**src/rtl/mips_ctrl_pkg.sv**
```systemverilog
// -----------------------------------------------------------------------------
// mips_ctrl_pkg
// Shared definitions for the multicycle MIPS main controller: opcode values,
// FSM state encoding, datapath select encodings and the packed control word
// that the state decoder hands to the top-level controller.
// Ports: none (package).
// -----------------------------------------------------------------------------
package mips_ctrl_pkg;

   // Opcodes (IR[31:26]) recognised by the controller
   localparam logic [5:0] OP_RTYPE = 6'b000000;
   localparam logic [5:0] OP_LW    = 6'b100011;
   localparam logic [5:0] OP_SW    = 6'b101011;
   localparam logic [5:0] OP_BEQ   = 6'b000100;
   localparam logic [5:0] OP_BNE   = 6'b000101;
   localparam logic [5:0] OP_ADDI  = 6'b001000;
   localparam logic [5:0] OP_J     = 6'b000010;

   // ALU operation encoding, shared with the single-cycle decoder
   localparam logic [1:0] ALU_ADD   = 2'b00;
   localparam logic [1:0] ALU_SUB   = 2'b01;
   localparam logic [1:0] ALU_FUNCT = 2'b10;

   // ALU B operand select
   localparam logic [1:0] SRCB_RT     = 2'b00;
   localparam logic [1:0] SRCB_FOUR   = 2'b01;
   localparam logic [1:0] SRCB_IMM    = 2'b10;
   localparam logic [1:0] SRCB_IMMSH2 = 2'b11;

   // Next-PC source select
   localparam logic [1:0] PCSRC_ALU    = 2'b00;
   localparam logic [1:0] PCSRC_ALUOUT = 2'b01;
   localparam logic [1:0] PCSRC_JUMP   = 2'b10;

   typedef enum logic [3:0] {
      S_FETCH   = 4'd0,
      S_DECODE  = 4'd1,
      S_MEMADR  = 4'd2,
      S_MEMRD   = 4'd3,
      S_MEMWB   = 4'd4,
      S_MEMWR   = 4'd5,
      S_EXEC    = 4'd6,
      S_ALUWB   = 4'd7,
      S_BEQ     = 4'd8,
      S_BNE     = 4'd9,
      S_ADDIEX  = 4'd10,
      S_ADDIWB  = 4'd11,
      S_JUMP    = 4'd12,
      S_ILLEGAL = 4'd13,
      S_HALT    = 4'd14
   } state_t;

   // Raw per-state control word. pcWrite/irWrite are still ungated by the
   // memory handshake; waitMem marks states that hold for mem_ready and
   // retire marks states whose exit completes an instruction.
   typedef struct packed {
      logic       memRead;
      logic       iord;
      logic       memWrite;
      logic       irWrite;
      logic       pcWrite;
      logic       branchEq;
      logic       branchNe;
      logic       regDst;
      logic       memToReg;
      logic       regWrite;
      logic       aluSrcA;
      logic [1:0] aluSrcB;
      logic [1:0] aluOp;
      logic [1:0] pcSrc;
      logic       illegal;
      logic       waitMem;
      logic       retire;
   } ctrl_t;

endpackage

```
**src/rtl/ctrl_state_decode.sv**
```systemverilog
// -----------------------------------------------------------------------------
// ctrl_state_decode
// Purely combinational Moore output decoder: maps the controller state to the
// raw control word. Anything not set for a state stays 0.
// Ports:
//   i_state  current FSM state
//   o_ctrl   raw control word for that state
// -----------------------------------------------------------------------------
module ctrl_state_decode
   import mips_ctrl_pkg::*;
(
   input  state_t i_state,
   output ctrl_t  o_ctrl
);

   // Every state starts from an all-zero word so unlisted strobes stay low
   always_comb begin
      o_ctrl = '0;
      case (i_state)
         S_FETCH: begin
            o_ctrl.memRead = 1'b1;
            o_ctrl.irWrite = 1'b1;
            o_ctrl.pcWrite = 1'b1;
            o_ctrl.aluSrcB = SRCB_FOUR;
            o_ctrl.aluOp   = ALU_ADD;
            o_ctrl.pcSrc   = PCSRC_ALU;
            o_ctrl.waitMem = 1'b1;
         end
         S_DECODE: begin
            o_ctrl.aluSrcB = SRCB_IMMSH2;
            o_ctrl.aluOp   = ALU_ADD;
         end
         S_MEMADR, S_ADDIEX: begin
            o_ctrl.aluSrcA = 1'b1;
            o_ctrl.aluSrcB = SRCB_IMM;
            o_ctrl.aluOp   = ALU_ADD;
         end
         S_MEMRD: begin
            o_ctrl.memRead = 1'b1;
            o_ctrl.iord    = 1'b1;
            o_ctrl.waitMem = 1'b1;
         end
         S_MEMWB: begin
            o_ctrl.regWrite = 1'b1;
            o_ctrl.memToReg = 1'b1;
            o_ctrl.retire   = 1'b1;
         end
         S_MEMWR: begin
            o_ctrl.memWrite = 1'b1;
            o_ctrl.iord     = 1'b1;
            o_ctrl.waitMem  = 1'b1;
            o_ctrl.retire   = 1'b1;
         end
         S_EXEC: begin
            o_ctrl.aluSrcA = 1'b1;
            o_ctrl.aluSrcB = SRCB_RT;
            o_ctrl.aluOp   = ALU_FUNCT;
         end
         S_ALUWB: begin
            o_ctrl.regWrite = 1'b1;
            o_ctrl.regDst   = 1'b1;
            o_ctrl.retire   = 1'b1;
         end
         S_BEQ, S_BNE: begin
            o_ctrl.aluSrcA  = 1'b1;
            o_ctrl.aluSrcB  = SRCB_RT;
            o_ctrl.aluOp    = ALU_SUB;
            o_ctrl.pcSrc    = PCSRC_ALUOUT;
            o_ctrl.branchEq = (i_state == S_BEQ);
            o_ctrl.branchNe = (i_state == S_BNE);
            o_ctrl.retire   = 1'b1;
         end
         S_ADDIWB: begin
            o_ctrl.regWrite = 1'b1;
            o_ctrl.retire   = 1'b1;
         end
         S_JUMP: begin
            o_ctrl.pcSrc   = PCSRC_JUMP;
            o_ctrl.pcWrite = 1'b1;
            o_ctrl.retire  = 1'b1;
         end
         S_ILLEGAL, S_HALT: begin
            o_ctrl.illegal = 1'b1;
         end
         default: o_ctrl = '0;
      endcase
   end

endmodule

```
**src/rtl/multicycle_main_controller.sv**
```systemverilog
// -----------------------------------------------------------------------------
// multicycle_main_controller
// Moore FSM sequencing MIPS instructions over a shared-memory multicycle
// datapath, with memory-ready stalls, illegal-opcode handling and a retired
// instruction counter.
// Ports:
//   i_clk, i_rst_n     clock and synchronous active-low reset
//   i_op               opcode IR[31:26]
//   i_zero             ALU zero flag (branch decision)
//   i_mem_ready        memory access completes this cycle
//   o_pc_en .. o_pc_src  datapath strobes and selects
//   o_illegal_op       high in ILLEGAL or HALT
//   o_retired          completed-instruction count (wraps)
// -----------------------------------------------------------------------------
module multicycle_main_controller
   import mips_ctrl_pkg::*;
#(
   parameter bit MEM_WAIT        = 1'b1,
   parameter bit HAS_BNE         = 1'b1,
   parameter bit TRAP_ON_ILLEGAL = 1'b0,
   parameter int CNT_W           = 32
)(
   input  logic             i_clk,
   input  logic             i_rst_n,
   input  logic [5:0]       i_op,
   input  logic             i_zero,
   input  logic             i_mem_ready,
   output logic             o_pc_en,
   output logic             o_iord,
   output logic             o_mem_read,
   output logic             o_mem_write,
   output logic             o_ir_write,
   output logic             o_reg_dst,
   output logic             o_mem_to_reg,
   output logic             o_reg_write,
   output logic             o_alu_src_a,
   output logic [1:0]       o_alu_src_b,
   output logic [1:0]       o_alu_op,
   output logic [1:0]       o_pc_src,
   output logic             o_illegal_op,
   output logic [CNT_W-1:0] o_retired
);

   state_t           r_state;
   state_t           w_nextState;
   ctrl_t            w_ctrl;
   logic [CNT_W-1:0] r_retired;
   logic             w_rdy;
   logic             w_advance;
   logic             w_retire;

   ctrl_state_decode u_decode (
      .i_state (r_state),
      .o_ctrl  (w_ctrl)
   );

   // With single-cycle memory the handshake is ignored entirely
   assign w_rdy     = MEM_WAIT ? i_mem_ready : 1'b1;
   // Waiting states only make progress (and only fire their gated strobes)
   // in the cycle the memory reports completion
   assign w_advance = ~w_ctrl.waitMem | w_rdy;
   assign w_retire  = w_ctrl.retire & w_advance;

   // Next-state logic; op is only consulted in DECODE and MEMADR
   always_comb begin
      w_nextState = r_state;
      case (r_state)
         S_FETCH:  if (w_rdy) w_nextState = S_DECODE;
         S_DECODE: begin
            case (i_op)
               OP_LW, OP_SW: w_nextState = S_MEMADR;
               OP_RTYPE:     w_nextState = S_EXEC;
               OP_BEQ:       w_nextState = S_BEQ;
               OP_BNE:       w_nextState = HAS_BNE ? S_BNE : S_ILLEGAL;
               OP_ADDI:      w_nextState = S_ADDIEX;
               OP_J:         w_nextState = S_JUMP;
               default:      w_nextState = S_ILLEGAL;
            endcase
         end
         S_MEMADR:  w_nextState = (i_op == OP_SW) ? S_MEMWR : S_MEMRD;
         S_MEMRD:   if (w_rdy) w_nextState = S_MEMWB;
         S_MEMWR:   if (w_rdy) w_nextState = S_FETCH;
         S_EXEC:    w_nextState = S_ALUWB;
         S_ADDIEX:  w_nextState = S_ADDIWB;
         S_MEMWB, S_ALUWB, S_BEQ, S_BNE, S_ADDIWB, S_JUMP:
                    w_nextState = S_FETCH;
         S_ILLEGAL: w_nextState = TRAP_ON_ILLEGAL ? S_HALT : S_FETCH;
         S_HALT:    w_nextState = S_HALT;
         default:   w_nextState = S_FETCH;
      endcase
   end

   // State register and retire counter; reset abandons any instruction
   // in flight without counting it
   always_ff @(posedge i_clk) begin
      if (!i_rst_n) begin
         r_state   <= S_FETCH;
         r_retired <= '0;
      end else begin
         r_state <= w_nextState;
         if (w_retire) r_retired <= r_retired + CNT_W'(1);
      end
   end

   // Write/read strobes are forced low while reset is asserted
   always_comb begin
      o_pc_en      = i_rst_n & ((w_ctrl.pcWrite & w_advance)
                                | (w_ctrl.branchEq & i_zero)
                                | (w_ctrl.branchNe & ~i_zero));
      o_ir_write   = i_rst_n & w_ctrl.irWrite & w_advance;
      o_mem_read   = i_rst_n & w_ctrl.memRead;
      o_mem_write  = i_rst_n & w_ctrl.memWrite;
      o_reg_write  = i_rst_n & w_ctrl.regWrite;
      o_iord       = w_ctrl.iord;
      o_reg_dst    = w_ctrl.regDst;
      o_mem_to_reg = w_ctrl.memToReg;
      o_alu_src_a  = w_ctrl.aluSrcA;
      o_alu_src_b  = w_ctrl.aluSrcB;
      o_alu_op     = w_ctrl.aluOp;
      o_pc_src     = w_ctrl.pcSrc;
      o_illegal_op = w_ctrl.illegal;
      o_retired    = r_retired;
   end

endmodule

```
**config.mk**
```make
export PLATFORM = sky130hd
export DESIGN_NAME = multicycle_main_controller
export DESIGN_NICKNAME = d
export VERILOG_FILES = /design/src/rtl/mips_ctrl_pkg.sv /design/src/rtl/ctrl_state_decode.sv /design/src/rtl/multicycle_main_controller.sv
export SDC_FILE = /design/constraint.sdc
export NUM_CORES = 1
export LEC_CHECK = 0
export BUFFER_PORTS_ARGS = -buffer_cell sky130_fd_sc_hd__buf_2
export CORE_MARGIN = 2
export CORE_UTILIZATION = 50
export DETAILED_ROUTE_END_ITERATION = 10
export GPL_TIMING_DRIVEN = 0
export PLACE_DENSITY = 0.77
export RECOVER_POWER = 25
export SYNTH_ARGS = -nofsm -noshare
export SYNTH_HDL_FRONTEND = slang
export SYNTH_HIERARCHICAL = 1
export SYNTH_SLANG_ARGS = --single-unit
export TNS_END_PERCENT = 1
```
**constraint.sdc**
```tcl
create_clock -name i_clk -period 3.1 [get_ports i_clk]
set_input_delay 0.31 -clock i_clk [delete_from_list [all_inputs] [get_ports i_clk]]
set_output_delay 0.31 -clock i_clk [all_outputs]
set_load 0.01 [all_outputs]
```
==> results of run 1 <==
==> per-layer routing <==
layer	share of wire	wire length (um)	track usage
met5	0	0	0
met4	0.020	89	0.0775
met3	0.038	169	0.0526
met2	0.46	2020	0.328
met1	0.49	2160	0.275
==> metrics by stage <==
step	instance area (um2)	setup WS, ns	std cells	util
2_1_floorplan	2060	0.460	258	-
3_5_place_dp	2410	0.211	365	0.603
3_3_place_gp	2410	0.224	365	0.603
5_1_grt	2490	0.0104	373	0.624
4_1_cts	2520	0.198	373	0.630
6_report	2490	0.192	373	0.624
==> cell usage after synthesis, drive strengths merged, types with 2 or more instances <==
cell type	instances	share of area
a211oi	2	0.0073
a21oi	18	0.045
a22oi	2	0.0073
and2	3	0.0091
and3	9	0.027
and4	3	0.013
buf	7	0.020
clkbuf	5	0.0091
dfxtp	36	0.35
inv	2	0.0036
mux2i	3	0.015
nand2	16	0.029
nand2b	10	0.032
nand3	11	0.029
nand4	11	0.044
nor2	37	0.067
nor2b	2	0.0061
nor3	9	0.022
nor4	7	0.021
o211a	2	0.0097
o21ai	10	0.024
o31ai	4	0.015
or2b	3	0.013
or3	7	0.021
or4	6	0.022
xnor2	11	0.047
xor2	10	0.042
==> cell families after synthesis <==
group | count (synthesis) | synth area share
buffers and inverters | 15 | 0.0345
adder cells (fa/ha/maj) | 2 | 0.0109
multiplexers | 3 | 0.0145
AO/OA/AOI/OAI | 44 | 0.136
XOR/XNOR | 21 | 0.0891
flip-flops | 36 | 0.349
AND/OR/NAND/NOR | 137 | 0.366
==> where the power goes <==
group          switching (mW)  total, mW  internal (mW)
sequential             0.0139      0.483          0.469
clock                   0.163      0.402          0.239
combinational          0.0816      0.147         0.0650
==> worst max-delay path, delay by kind of cell (launching register included) <==
kind / cells / cell delay, ns
AOI/OAI and AO/OA: 2 / 0.26
DFF: 1 / 0.46
and+or+nand+nor: 4 / 1.48
xor gates and xnor gates: 1 / 0.18
buffers and inverters: 2 / 0.45
==> area by class of cell <==
class	count	area share
inverters	3	0.00451
plain buffers	12	0.0241
repair buffers	57	0.104
clock buffers	6	0.0291
multi-input cells	207	0.510
clock inverters	2	0.0140
flip-flops and latches	36	0.289
well taps	50	0.0251
==> registers in the layout, indices dropped and copies added, names as in the netlist <==
signal     count
o_retired     32
r_state        4
==> how the worst max path moves through the flow <==
stage               slack (ns)            end  cells past startpoint
floorplan                 0.46  o_retired[26]                      9
global placement          0.22  o_retired[26]                      9
detailed placement        0.21  o_retired[26]                      9
CTS                       0.20  o_retired[26]                      9
global route              0.01  o_retired[26]                      9
finish                    0.19  o_retired[26]                      9
==> run summary, run 1 <==
Fin Setup TNS: 0 ns
core outline area: 4000 um2
Synth Instances: 258
worst reg2reg path depth: 9
H-tree levels: 2
hold crit path type: input port to flip-flop
Yosys warnings: 6
Post-CTS Setup Bufs: 0
clock root cell: clkbuf_8
Initial Utilization: 0.516
R2R Path End: o_retired[26]
vias per std cell: 5.50
ANT cells: 0
ys flop type: dfxtp_1
internal reg-to-reg setup slack: 0.19 ns
Max Freq: 344 MHz
net count reported at finish: 333
CTS tree: done
CP max stage delay: 0.53 ns
EDFF count, synth: 0
commonest non-fill, non-tap cell in the layout: buf_2
Layout area overhead: 20.8%
hold path endpoint: o_retired[25]
Fin Clk Skew: 0.00737 ns
syn_nets: 269
I/O pins: 58
CP Max Fanout: 10
die span in y: 68.3 um
status: complete, no violations
Clk Latency, worst-skew pair: 0.28 ns
worst setup path start: r_state[2]
RSZ-0062 raised after global routing: no
post-cts sizing count: 0
Final setup violation count: 0
Max Cap Violations: 0
fillers: 368
critical-path cell list: buf_2 > xnor2_1 > o32ai_2 > or2b_4 > nand4_4 > or4_1 > buf_2 > or4_1 > a21oi_1
Critical Path RT: 3.31 ns
WL/cell: 11.9 um
number of I/O port buffers: 57
ratio of cells with drive above 1 in the final layout: 0.180
CP endpoint kind: flip-flop
cell leakage power: 0.975 nW
Final Hold Slack: 0.371 ns
Die Width: 68.3 um
Overall Global Routing Usage: 0.209
post-synthesis instance area: 2060 um2
DP HPWL: 3.28 mm
worst slew pin tran: 0.475 ns
WL final: 4.43 mm
Pwr per Cell Area: 413 nW/um2
register area: 721 um2
routed via count: 2053
most frequent cells in the layout: buf_2, nor2_1, dfxtp_1
gr ovfl total: 0
Row Count: 23
cts bufs inserted: 5
# DRC: 0
Fin. Hold Viols: 0
maximum root-to-sink buffer count: 2
hold_sp: i_rst_n
global-route wire length before repair: 7.52 mm
CP arrival: 3.12 ns
drt initial violations: 51
initial antenna violation count: 0
element type at the critical path start: flip-flop
DRT antenna net count: 0
Total Power: 1.03 mW
die area: 4660 um2
# clock sinks: 36
Final period util: 0.938
multi-input logic area: 1270 um2
Seq cells post-synth: 36
peak supply drop: 0.000207 V
vias in the first global route: 1739
worst hold stages: 3
reg2reg start: r_state[2]
largest net degree at the start of global routing: 14
CP max-delay cell: or4_1
DRT Pass-1 Iters: 4
share of the yosys chip area belonging to registers: 0.349
clock-pin slew on the worst setup and hold paths: 0.06 ns
syn_area_per_cell: 8.00 um2
Tmin final: 2.91 ns
hold_buf cts: 0
Slew Limit Fails: 0
gpl congestion: 0.827
CP Class: flip-flop to flip-flop
synth unique cells: 46
fraction of registers with async set or reset after synthesis: 0
slew margin rel.: 0.683
(Power assumes the default switching activity.)
==> inputs of run 2 (changes only) <==
==> constraint.sdc (replaced) <==
create_clock -name i_clk -period 3.5 [get_ports i_clk]
set_input_delay 0.35 -clock i_clk [delete_from_list [all_inputs] [get_ports i_clk]]
set_output_delay 0.35 -clock i_clk [all_outputs]
set_load 0.01 [all_outputs]
==> run 2 against run 1 <==
  * Power is 11% lower
  * Via count is the same
  * Sequential power decreased by 11%
  * Critical endpoint unchanged
  * Largest cell class unchanged
==> run summary, run 2 (synthesized netlist as in run 1, its figures left out) <==
vias in the first global route: 1739 (unchanged)
hold_sp: i_rst_n
Fin Setup TNS: 0 ns (unchanged)
Critical Path RT: 3.71 ns (+0.40 ns)
Post-CTS Setup Bufs: 0 (unchanged)
drt initial violations: 51 (unchanged)
gr ovfl total: 0 (unchanged)
worst hold stages: 3 (unchanged)
largest net degree at the start of global routing: 14 (unchanged)
grt met3 use: 0.0526 (unchanged)
RSZ-0062 raised after global routing: no
post-cts sizing count: 0 (unchanged)
ANT cells: 0 (unchanged)
R2R Path End: o_retired[26]
grt peak-use layer: met2
Initial Utilization: 0.516 (unchanged)
maximum root-to-sink buffer count: 2 (unchanged)
WL/cell: 11.9 um (about the same)
DRT Pass-1 Iters: 4 (unchanged)
CTS tree: done
die area: 4660 um2 (unchanged)
reg2reg start: r_state[2]
met2 global-route usage: 0.328 (unchanged)
Final setup violation count: 0 (unchanged)
Tmin final: 2.91 ns (-0.000000000000000444 ns)
DP HPWL: 3.28 mm (unchanged)
Die Width: 68.3 um (unchanged)
vias per std cell: 5.50 (unchanged)
M1 GR Usage: 0.275 (unchanged)
WL final: 4.43 mm (about the same)
cell leakage power: 0.979 nW (+0.45%)
die span in y: 68.3 um (unchanged)
commonest non-fill, non-tap cell in the layout: buf_2
Slew Limit Fails: 0 (unchanged)
Clk Latency, worst-skew pair: 0.28 ns (about the same)
gpl congestion: 0.827 (unchanged)
peak supply drop: 0.000183 V (-11%)
element type at the critical path start: flip-flop
Layout area overhead: 20.9% (about the same)
Max Freq: 344 MHz (unchanged)
hold_buf cts: 0 (unchanged)
Overall Global Routing Usage: 0.209 (unchanged)
CP endpoint kind: flip-flop
global-route wire length before repair: 7.52 mm (unchanged)
I/O pins: 58 (unchanged)
Post-Place Cells: 365 (unchanged)
Row Count: 23 (unchanged)
CP arrival: 3.12 ns (about the same)
max FFs per register: 32 (unchanged)
Max Cap Violations: 0 (unchanged)
routed via count: 2053 (unchanged)
number of I/O port buffers: 57 (unchanged)
ratio of cells with drive above 1 in the final layout: 0.183 (+0.00310)
initial antenna violation count: 0 (unchanged)
clock root cell: clkbuf_8
Fin. Hold Viols: 0 (unchanged)
cts bufs inserted: 5 (unchanged)
worst reg2reg path depth: 9 (unchanged)
# DRC: 0 (unchanged)
Pwr per Cell Area: 366 nW/um2 (-11%)
most frequent cells in the layout: buf_2, nor2_1, dfxtp_1
core outline area: 4000 um2 (unchanged)
DRT antenna net count: 0 (unchanged)
hold crit path type: input port to flip-flop
Fin Clk Skew: 0.00737 ns (unchanged)
worst slew pin tran: 0.475 ns (unchanged)
slew margin rel.: 0.683 (unchanged)
CP Max Fanout: 10 (unchanged)
# clock sinks: 36 (unchanged)
Final period util: 0.831 (-0.107)
net count reported at finish: 333 (unchanged)
hold path endpoint: o_retired[25]
H-tree levels: 2 (unchanged)
CP Class: flip-flop to flip-flop
final std cells w/o fill: 373 (unchanged)
status: complete, no violations
clock-pin slew on the worst setup and hold paths: 0.06 ns (about the same)
internal reg-to-reg setup slack: 0.59 ns (+0.40 ns)
-- run 2: changes by cell type in the layout (fill, tap and decap cells not counted) --
cell	change
buf_2	+1
clkbuf_1	-1
-- run 2: worst max-delay path, cell delays in order (launching register included) --
cell	delay (ns)
dfxtp_1	0.46
buf_2	0.28
xnor2_1	0.18
o32ai_2	0.11
or2b_4	0.27
nand4_4	0.18
or4_1	0.53
buf_2	0.17
or4_1	0.50
a21oi_1	0.15
-- run 2: layout make-up --
class / count / area, um2
timing repair buffer: 57 / 262
clock buffer: 6 / 72.6
sequential: 36 / 721
clock inverter: 2 / 35.0
buffer: 12 / 60.1
inverter: 3 / 11.3
fill: 368 / 1500
tap: 50 / 62.6
multi-input combinational: 207 / 1270
-- run 2: worst max-delay path by stage --
stage | start | endpoint | slack, ns | cells after the start
after floorplan | r_state[2] | o_retired[26] | 0.86 | 9
after global placement | r_state[2] | o_retired[26] | 0.62 | 9
after detailed placement | r_state[2] | o_retired[26] | 0.61 | 9
after CTS | r_state[2] | o_retired[26] | 0.60 | 9
after global routing | r_state[2] | o_retired[26] | 0.41 | 9
final | r_state[2] | o_retired[26] | 0.59 | 9
-- run 2: routing by layer --
| metal | share of wire | wire, um |
|---|---|---|
| met5 | 0 | 0 |
| met4 | 0.020 | 89 |
| met3 | 0.038 | 168 |
| met2 | 0.46 | 2020 |
| met1 | 0.49 | 2150 |
-- run 2: metrics by stage --
stage | utilization | instance area (um2) | hold slack (ns) | power, mW | worst slack, ns
final | 0.624 | 2500 | 0.411 | 0.913 | 0.592
after global routing | 0.624 | 2500 | 0.442 | 0.957 | 0.410
after CTS | 0.630 | 2520 | 0.402 | 0.923 | 0.598
after detailed placement | 0.603 | 2410 | 0.481 | 0.568 | 0.611
after global placement | 0.603 | 2410 | 0.466 | 0.566 | 0.624
after floorplan | - | 2060 | 0.498 | 0.525 | 0.860
-- run 2: power breakdown --
group          leakage, nW  switching [mW]  internal, mW
Combinational        0.633          0.0722        0.0575
Sequential           0.290          0.0123         0.415
Clock               0.0552           0.145         0.211
Total                0.979           0.229         0.684
==> inputs of run 3 (changes only) <==
--- a/config.mk
+++ b/config.mk
@@ -5,12 +5,13 @@
 export SDC_FILE = /design/constraint.sdc
 export NUM_CORES = 1
 export LEC_CHECK = 0
+export ABC_AREA = 1
 export BUFFER_PORTS_ARGS = -buffer_cell sky130_fd_sc_hd__buf_2
 export CORE_MARGIN = 2
 export CORE_UTILIZATION = 50
 export DETAILED_ROUTE_END_ITERATION = 10
 export GPL_TIMING_DRIVEN = 0
-export PLACE_DENSITY = 0.77
+export PLACE_DENSITY = 0.75
 export RECOVER_POWER = 25
 export SYNTH_ARGS = -nofsm -noshare
 export SYNTH_HDL_FRONTEND = slang
==> constraint.sdc (replaced) <==
create_clock -name i_clk -period 2.9 [get_ports i_clk]
set_input_delay 0.29 -clock i_clk [delete_from_list [all_inputs] [get_ports i_clk]]
set_output_delay 0.29 -clock i_clk [all_outputs]
set_load 0.01 [all_outputs]
==> run 3 against run 2 <==
  * Critical path depth grew 2
  * Core utilization shrank 2.0 points
  * Maximum frequency grew 42%
  * Non-clock buffer count shrank 8
  * Clock-buffer cell count grew 2
  * First-iteration DRC count grew 98%
  * Hold slack lost 0.088 ns
==> run summary, run 3 <==
clock-pin slew on the worst setup and hold paths: 0.07 ns (about the same)
Max Cap Violations: 0 (unchanged)
syn_nets: 388 (+44%)
element type at the critical path start: flip-flop
Initial Utilization: 0.514 (-0.00175)
Total Power: 1.33 mW (+46%)
final std cells w/o fill: 496 (+33%)
commonest non-fill, non-tap cell in the layout: nand2_1
share of the synthesized area in the top cell type: 0.301 (-0.0485)
top-count cell post-synth: nand2_1
max FFs per register: 32 (unchanged)
Pwr per Cell Area: 474 nW/um2 (+30%)
register area: 721 um2 (unchanged)
sequential power share: 0.424 (-0.044)
ratio of cells with drive above 1 in the final layout: 0.176 (-0.00619)
maximum root-to-sink buffer count: 2 (unchanged)
vias per std cell: 5.07 (-7.9%)
worst slew pin tran: 0.549 ns (+0.0739 ns)
cell leakage power: 1.38 nW (+41%)
DRT antenna net count: 0 (unchanged)
Final setup violation count: 0 (unchanged)
initial antenna violation count: 0 (unchanged)
Slew Limit Fails: 0 (unchanged)
ANT cells: 0 (unchanged)
synth unique cells: 33 (-28%)
# DRC: 0 (unchanged)
global-route wire length before repair: 9.11 mm (+21%)
Row Count: 25 (+8.7%)
# clock sinks: 36 (unchanged)
most frequent cells in the layout: nand2_1, nor2_1, inv_1
cts bufs inserted: 5 (unchanged)
CP max-delay cell: dfxtp_1
Tmin final: 2.04 ns (-0.863 ns)
CP max stage delay: 0.50 ns (-0.03 ns)
H-tree levels: 2 (unchanged)
net count reported at finish: 452 (+36%)
hold_buf cts: 0 (unchanged)
list of most frequent post-synthesis cells: nand2_1, nor2_1, inv_1
M1 GR Usage: 0.303 (+0.0274)
met2 global-route usage: 0.334 (+0.00666)
Fin. Hold Viols: 0 (unchanged)
Psw: 480 uW (+110%)
Max Freq: 489 MHz (+42%)
clock share of power: 0.272 (-0.118)
Clk Latency, worst-skew pair: 0.28 ns (about the same)
I/O pins: 58 (unchanged)
fraction of registers with async set or reset after synthesis: 0 (unchanged)
slew margin rel.: 0.634 (-0.0493)
gr ovfl total: 0 (unchanged)
Overall Global Routing Usage: 0.215 (+0.00570)
largest cells by area after synthesis: dfxtp_1, nand2_1, nor2_1
WL final: 5.55 mm (+25%)
routed via count: 2513 (+22%)
CP Class: flip-flop to flip-flop
core outline area: 4660 um2 (+17%)
vias in the first global route: 2100 (+21%)
Final period util: 0.705 (-0.126)
post-cts sizing count: 0 (unchanged)
multi-input logic area: 1410 um2 (+11%)
internal power: 854 uW (+25%)
Fin Setup TNS: 0 ns (unchanged)
drt initial violations: 101 (+98%)
status: complete, no violations
Post-Place Cells: 488 (+34%)
DP HPWL: 4.33 mm (+32%)
grt peak-use layer: met2
WL/cell: 11.2 um (-5.8%)
Critical Path RT: 3.05 ns (-0.66 ns)
die span in y: 73.2 um (+7.3%)
ys flop type: dfxtp_1
setup ws final: 0.855 ns (+0.263 ns)
Setup Slack @ Placement: 0.893 ns (+0.282 ns)
DRT Pass-1 Iters: 4 (unchanged)
peak supply drop: 0.000315 V (+72%)
CP Max Fanout: 9 (-1)
Seq cells post-synth: 36 (unchanged)
DP Area: 2750 um2 (+14%)
clock root cell: clkbuf_8
post-synthesis instance area: 2400 um2 (+16%)
gpl congestion: 0.898 (+8.6%)
critical-path cell list: inv_1 > nand2_1 > o21ai_1 > nor2_1 > nand2_4 > inv_2 > nand3_1 > nor3_2 > nand3_1 > nand2_1 > nor2_1
Layout area overhead: 17.4%
Synth area leader: dfxtp_1
share of the yosys chip area belonging to registers: 0.301 (-0.0485)
Post-CTS Setup Bufs: 0 (unchanged)
grt met3 use: 0.0401 (-0.0126)
sw frac: 0.360 (+0.109)
EDFF count, synth: 0 (unchanged)
Synth Instances: 377 (+46%)
Yosys warnings: 6 (unchanged)
Fin Clk Skew: 0.00902 ns (+0.00165 ns)
die area: 5360 um2 (+15%)
CP endpoint kind: flip-flop
combinational power share: 0.304 (+0.162)
number of I/O port buffers: 57 (unchanged)
CTS tree: done
syn_area_per_cell: 6.36 um2 (-21%)
hold crit path type: input port to flip-flop
RSZ-0062 raised after global routing: no
Die Width: 73.2 um (+7.3%)
fillers: 457 (+24%)
largest net degree at the start of global routing: 13 (-1)
CP arrival: 2.19 ns (-0.93 ns)
Final Cell Area: 2810 um2 (+13%)
[run 3: cell types whose count changed in the layout (fill, tap and decap cells not counted), moves of 7 or more]
cell / change
and3_1: -8
xnor2_1: -8
or3_1: -7
nor2_1: +31
nand2_1: +61
inv_1: +52
inv_2: +9
nand2b_1: -9
nand3_1: +18
xor2_1: -7
buf_2: -8
[run 3: critical path: cells and delay by family, from the launching register on]
kind            cells  cell delay (ns)
compound gates      1             0.07
simple gates        8             1.04
flops               1             0.50
buf+inv             2             0.28
[run 3: cell families after synthesis]
group / synth area share
simple gates: 0.463
buf+inv: 0.110
fa+ha+maj: 0.00522
xor+xnor: 0.0219
flops: 0.301
compound gates: 0.0992
[run 3: final cells by class]
class / instances / area share
inverter: 64 / 0.0854
clock buffer: 8 / 0.0320
buffer: 4 / 0.00800
sequential: 36 / 0.256
timing repair buffer: 57 / 0.0920
multi-input combinational: 273 / 0.502
tap: 54 / 0.0240
[run 3: worst paths after layout]
| check | cells after the start | to | slack, ns | startpoint |
|---|---|---|---|---|
| max | 11 | o_retired[21] | 0.86 | r_state[2] |
| min | 3 | o_retired[23] | 0.32 | i_rst_n |
| max reg2reg | 11 | o_retired[21] | 0.86 | r_state[2] |
| min reg2reg | 1 | o_retired[3] | 0.50 | o_retired[3] |
[run 3: stage by stage]
stage | hold slack, ns | utilization
2_1_floorplan | 0.428 | -
3_3_place_gp | 0.476 | 0.590
3_5_place_dp | 0.479 | 0.590
4_1_cts | 0.320 | 0.609
5_1_grt | 0.327 | 0.604
6_report | 0.323 | 0.604
[run 3: metal layers]
layer / up-vias / wire length, um
met2: 71 / 2490
li1: 1325 / -
met1: 1108 / 2650
met4: 0 / 87
met5: - / 0
met3: 9 / 319
[run 3: power groups by stage]
stage / registers (mW) / logic (mW) / clock network [mW]
after detailed placement: 0.576 / 0.402 / 0
final: 0.566 / 0.406 / 0.363
after global placement: 0.576 / 0.400 / 0
after floorplan: 0.568 / 0.292 / 0
after CTS: 0.565 / 0.404 / 0.374
after global routing: 0.572 / 0.461 / 0.395
